### src/rtl/seq_mult_unit.sv
// seq_mult_unit: sequential multiplier built from repeated addition.
// A four-state controller (IDLE/LOAD/ADD/DONE) drives an operand register A,
// a down-counter B and a 2*WIDTH product register P. With SWAP_SMALLER set,
// the smaller operand becomes the loop count so the add loop is as short as
// possible.
module seq_mult_unit #(
   parameter int WIDTH        = 16,
   parameter int SWAP_SMALLER = 1
) (
   input  logic                 clk,
   input  logic                 rst,
   input  logic                 start,
   input  logic                 abort,
   input  logic [WIDTH-1:0]     a_in,
   input  logic [WIDTH-1:0]     b_in,
   output logic                 busy,
   output logic                 done,
   output logic [2*WIDTH-1:0]   product,
   output logic                 ld_a,
   output logic                 ld_b,
   output logic                 clr,
   output logic                 ld_p,
   output logic                 dec,
   output logic                 eqz
);

   typedef enum logic [1:0] {
      S_IDLE = 2'd0,
      S_LOAD = 2'd1,
      S_ADD  = 2'd2,
      S_DONE = 2'd3
   } state_t;

   state_t                state_r;
   state_t                state_s;
   logic [WIDTH-1:0]      a_r;
   logic [WIDTH-1:0]      b_r;
   logic [2*WIDTH-1:0]    p_r;
   logic                  swap_s;
   logic                  abort_s;
   logic [WIDTH-1:0]      a_load_s;
   logic [WIDTH-1:0]      b_load_s;

   // B counter reaching zero ends the add loop.
   assign eqz     = (b_r == {WIDTH{1'b0}});
   assign product = p_r;

   // Operand steering: the smaller operand becomes the loop count when enabled.
   always_comb begin
      swap_s   = 1'b0;
      a_load_s = a_in;
      b_load_s = b_in;
      if ((SWAP_SMALLER != 0) && (a_in < b_in)) begin
         swap_s   = 1'b1;
         a_load_s = b_in;
         b_load_s = a_in;
      end else begin
         swap_s   = 1'b0;
         a_load_s = a_in;
         b_load_s = b_in;
      end
   end

   // Abort only takes effect while an operation is in flight.
   always_comb begin
      if ((state_r == S_LOAD) || (state_r == S_ADD)) begin
         abort_s = abort;
      end else begin
         abort_s = 1'b0;
      end
   end

   // Controller state register.
   always_ff @(posedge clk or negedge rst) begin
      if (!rst) begin
         state_r <= S_IDLE;
      end else begin
         state_r <= state_s;
      end
   end

   // Next-state logic and Moore strobes; ld_p/dec additionally follow eqz.
   always_comb begin
      state_s = S_IDLE;
      busy    = 1'b0;
      done    = 1'b0;
      ld_a    = 1'b0;
      ld_b    = 1'b0;
      clr     = 1'b0;
      ld_p    = 1'b0;
      dec     = 1'b0;
      case (state_r)
         S_IDLE: begin
            if (start) begin
               state_s = S_LOAD;
            end else begin
               state_s = S_IDLE;
            end
         end
         S_LOAD: begin
            busy = 1'b1;
            ld_a = 1'b1;
            ld_b = 1'b1;
            clr  = 1'b1;
            if (abort) begin
               state_s = S_IDLE;
            end else begin
               state_s = S_ADD;
            end
         end
         S_ADD: begin
            busy = 1'b1;
            if (eqz) begin
               ld_p = 1'b0;
               dec  = 1'b0;
            end else begin
               ld_p = 1'b1;
               dec  = 1'b1;
            end
            if (abort) begin
               state_s = S_IDLE;
            end else if (eqz) begin
               state_s = S_DONE;
            end else begin
               state_s = S_ADD;
            end
         end
         S_DONE: begin
            done    = 1'b1;
            state_s = S_IDLE;
         end
         default: begin
            state_s = S_IDLE;
         end
      endcase
   end

   // Datapath: operand capture, accumulate and count down; abort clears P.
   always_ff @(posedge clk or negedge rst) begin
      if (!rst) begin
         a_r <= {WIDTH{1'b0}};
         b_r <= {WIDTH{1'b0}};
         p_r <= {(2*WIDTH){1'b0}};
      end else if (abort_s) begin
         p_r <= {(2*WIDTH){1'b0}};
      end else begin
         if (ld_a) begin
            a_r <= a_load_s;
         end
         if (ld_b) begin
            b_r <= b_load_s;
         end
         if (clr) begin
            p_r <= {(2*WIDTH){1'b0}};
         end else if (ld_p) begin
            p_r <= p_r + {{WIDTH{1'b0}}, a_r};
         end
         if (dec) begin
            b_r <= b_r - {{(WIDTH-1){1'b0}}, 1'b1};
         end
      end
   end

endmodule

### config.mk
export PLATFORM = sky130hd
export DESIGN_NAME = seq_mult_unit
export DESIGN_NICKNAME = d
export VERILOG_FILES = /design/src/rtl/seq_mult_unit.sv
export SDC_FILE = /design/constraint.sdc
export NUM_CORES = 1
export LEC_CHECK = 0
export ABC_AREA = 1
export BUFFER_PORTS_ARGS = -buffer_cell sky130_fd_sc_hd__buf_2
export CORE_UTILIZATION = 45
export DETAILED_ROUTE_END_ITERATION = 8
export PLACE_DENSITY = 0.65
export SETUP_SLACK_MARGIN = 0.05
export SYNTH_ARGS = -nofsm -noshare
export SYNTH_HDL_FRONTEND = slang
export SYNTH_SLANG_ARGS = --single-unit
### constraint.sdc
create_clock -name clk -period 2.7 [get_ports clk]
set_input_delay 0.675 -clock clk [delete_from_list [all_inputs] [get_ports clk]]
set_output_delay 0.675 -clock clk [all_outputs]
set_load 0.01 [all_outputs]
==> results.toml <==
[clocking]
cts_sinks = 66
clkLatencyLatePin_ns = 0.34
cts.htree.levels = 3
clockRootBuffer = "clkbuf_16"
cts.reportedPaths.clkPinSlew_ns = 0.06
numCtsBuffers = 9
cts_tree = "built"
cts_max_path_buffers = 2

[floorplan]
floorplan.die_area_mm2 = 0.0120
std_cell_rows = 38
fp.coreArea_mm2 = 0.0111
die_width_um = 110
top_level_i_o_count = 76
floorplan.initialDensity_pct = 47.0
floorplan.die.height_um = 110

[synth]
synth_flop_cell = "dfrtp_1"
synth_top_cell_by_area = "dfrtp_1"
yosysWarningCount = 0
yosysTopAreaCellShare_pct = 31.7
syn_area_mm2 = 0.00521
postSynthAreaPerCell_um2 = 6.76
yosysSeqAreaShare_pct = 31.7
post-synth-top-count-cell = "nand2_1"
synth_edf_count = 0
synth-async-reset-ratio_pct = 100
synth_cells = 770
synthesis.nets = 843
ys_types = 38
synth_commonest_cells = "nand2_1 (205), inv_1 (88), o21ai_0 (83)"
synth.ff_latch_count = 66
synth_area_leaders = "dfrtp_1 (32%), nand2_1 (15%), ha_1 (8.6%)"

[finish]
finish.net_count = 929
final_cell_area_mm2 = 0.00618
area_overhead_of_the_layout_relative_to_synthesis_pct = 18.8
drive_gt1_share_pct = 16.6
seq_area_mm2 = 0.00165
multi_input_logic_area_mm2 = 0.00311
finish.utilization_pct = 55.8
insertedDiodeCount = 0
filler_cell_count = 1095

[global_route]
first_pass_grt_wire_length_mm = 24.4
grt_overflow_total = 0
first_global_vias = 5187
antenna_found_initial = 0
grt_start_max_net_pins = 35
track_usage_pct = 26.5

[route]
viasPerCell = 5.34
firstDrtPassIters = 5
detailedRoute.firstIterationViolations = 259
routed_wl_mm = 15.0
drcViolationCount = 0
num_vias = 5344
routedWlPerCell_um = 15.0
ant_nets = 0

[sta]
tightest_slew_ns = 0.813
setup_viol = 0
post-route-worst-setup-slack_ns = 0.181
final-hold-violation-count = 0
rsz_0062_raised_after_global_routing = "false"
period_needed_ns = 2.52
final.setup.tns_ns = 0
post-route-period-util_pct = 93.3
max-slew-margin-rel_pct = 45.8
timing.final.max_slew_violations = 0
maxClockFrequency_mhz = 397
worst_clock_skew_ns = 0.00768

[setup_path]
cp.required_ns = 2.93
timing.critical_path.arrival_ns = 2.75
crit-reg2reg-launch = "b_r[0]$_DFFE_PN0P_"
crit_path_max_fanout = 3
crit_path_end_kind = "register"
setup.worst_path.start = "b_r[0]$_DFFE_PN0P_"
ff2ff_path_depth = 21
critical_path.startpoint_type = "register"
setup_slack_on_the_worst_flop_to_flop_path_ns = 0.18
timing.setup.critical_path_class = "reg -> reg"
regToRegEndpoint = "b_r[12]$_DFFE_PN0P_"

[placement]
preCtsSetupSlack_ns = 0.223
placed_area_mm2 = 0.00574
finalWeightedCongestion = 0.907
buffer_ports.inserted = 75
place.detailed.hpwl_mm = 11.5

[power]
p_switching_mw = 1.86
power_frac_seq_pct = 31.6
power_frac_comb_pct = 40.7
power_density_mw_per_mm2 = 752
clock_power_share_pct = 27.7
swShare_pct = 40.0
power.internal_mw = 2.79
static-leakage-power_nw = 3.24
vdd.ir_drop.worst_mv = 0.814

[outcome]
outcome = "finished clean"

[flow_run]
max-cap-violations = 0

[hold_path]
min_path_type = "in -> async"
[power by group through the flow]
stage                     clock network (mW)  registers, mW  logic [mW]
after floorplan                            0           1.44        1.31
after global placement                     0           1.46        1.81
after detailed placement                   0           1.47        1.85
after CTS                               1.31           1.46        1.87
after global routing                    1.36           1.50        2.14
final                                   1.29           1.47        1.89
[cells by family after synthesis]
group	share of synthesized area, %
compound gates	15.2
xor+xnor	3.53
fa+ha+maj	9.03
buf+inv	9.37
flops	31.7
simple gates	31.2
[final cells by class]
type	instances	share of cell area (%)
clock buffers	10	3.86
multi-input cells	587	50.3
inverters	92	5.60
flip-flops and latches	66	26.7
repair buffers	100	9.31
clock inverters	6	1.44
well taps	140	2.83
[cell usage in the layout (no fill, tap or decap), types with 10 or more instances in the layout]
master / netlist / routed
buf_4: 5 / 24
nand3_1: 78 / 76
o21ai_0: 83 / 81
buf_2: 10 / 75
nand4_1: 10 / 10
inv_1: 88 / 85
ha_1: 36 / 35
nor2_1: 58 / 56
xnor2_1: 13 / 13
nand2_1: 205 / 204
a21oi_1: 53 / 53
dfrtp_1: 66 / 66
[through the flow]
stage               total power, mW  instances  hold slack (ns)
floorplan                      2.75        770            0.379
global placement               3.28        975            0.497
detailed placement             3.32        975            0.501
CTS                            4.64       1001            0.453
global route                   5.00       1001            0.481
finish                         4.65       1001            0.424
[worst max-delay path, cell delays in order, from the launching register on]
cell	delay (ns)
dfrtp_1	0.36
inv_2	0.06
ha_4	0.16
nand2_2	0.09
inv_2	0.06
nand2_2	0.10
nor2_4	0.05
nand3_2	0.10
nor2_4	0.05
buf_4	0.13
buf_4	0.12
buf_4	0.12
buf_4	0.12
buf_4	0.12
buf_4	0.12
buf_4	0.12
buf_4	0.11
buf_4	0.13
o21ai_1	0.11
nand2_1	0.07
nand2_1	0.06
nand2_1	0.04
[worst max path at each step]
stage                     endpoint  cells past startpoint
2_1_floorplan  b_r[10]$_DFFE_PN0P_                     13
3_3_place_gp                   eqz                     11
3_5_place_dp    b_r[5]$_DFFE_PN0P_                     13
4_1_cts                        eqz                     11
5_1_grt                        eqz                     11
6_report       b_r[12]$_DFFE_PN0P_                     21
[layer usage]
metal	track usage, %	wire length [um]
met3	5.10	563
met1	30.7	6560
met2	48.0	7500
met5	0	0
met4	10.0	345
[what timing repair did]
| item | 4_1_cts | 5_1_grt |
|---|---|---|
| endpoints found under the setup margin | 1 | 3 |
| pin swaps | 2 | 3 |
| resized for setup | 5 | 8 |
| cloned | 0 | 0 |
| hold buffers | 0 | 0 |
| buffers inserted | 10 | 0 |
[sequential cells by signal, summed over array words and instances (netlist names)]
signal	count
a_r	16
product	32
state_r	2
b_r	16
No activity file was read; power rests on OpenSTA's default activity.
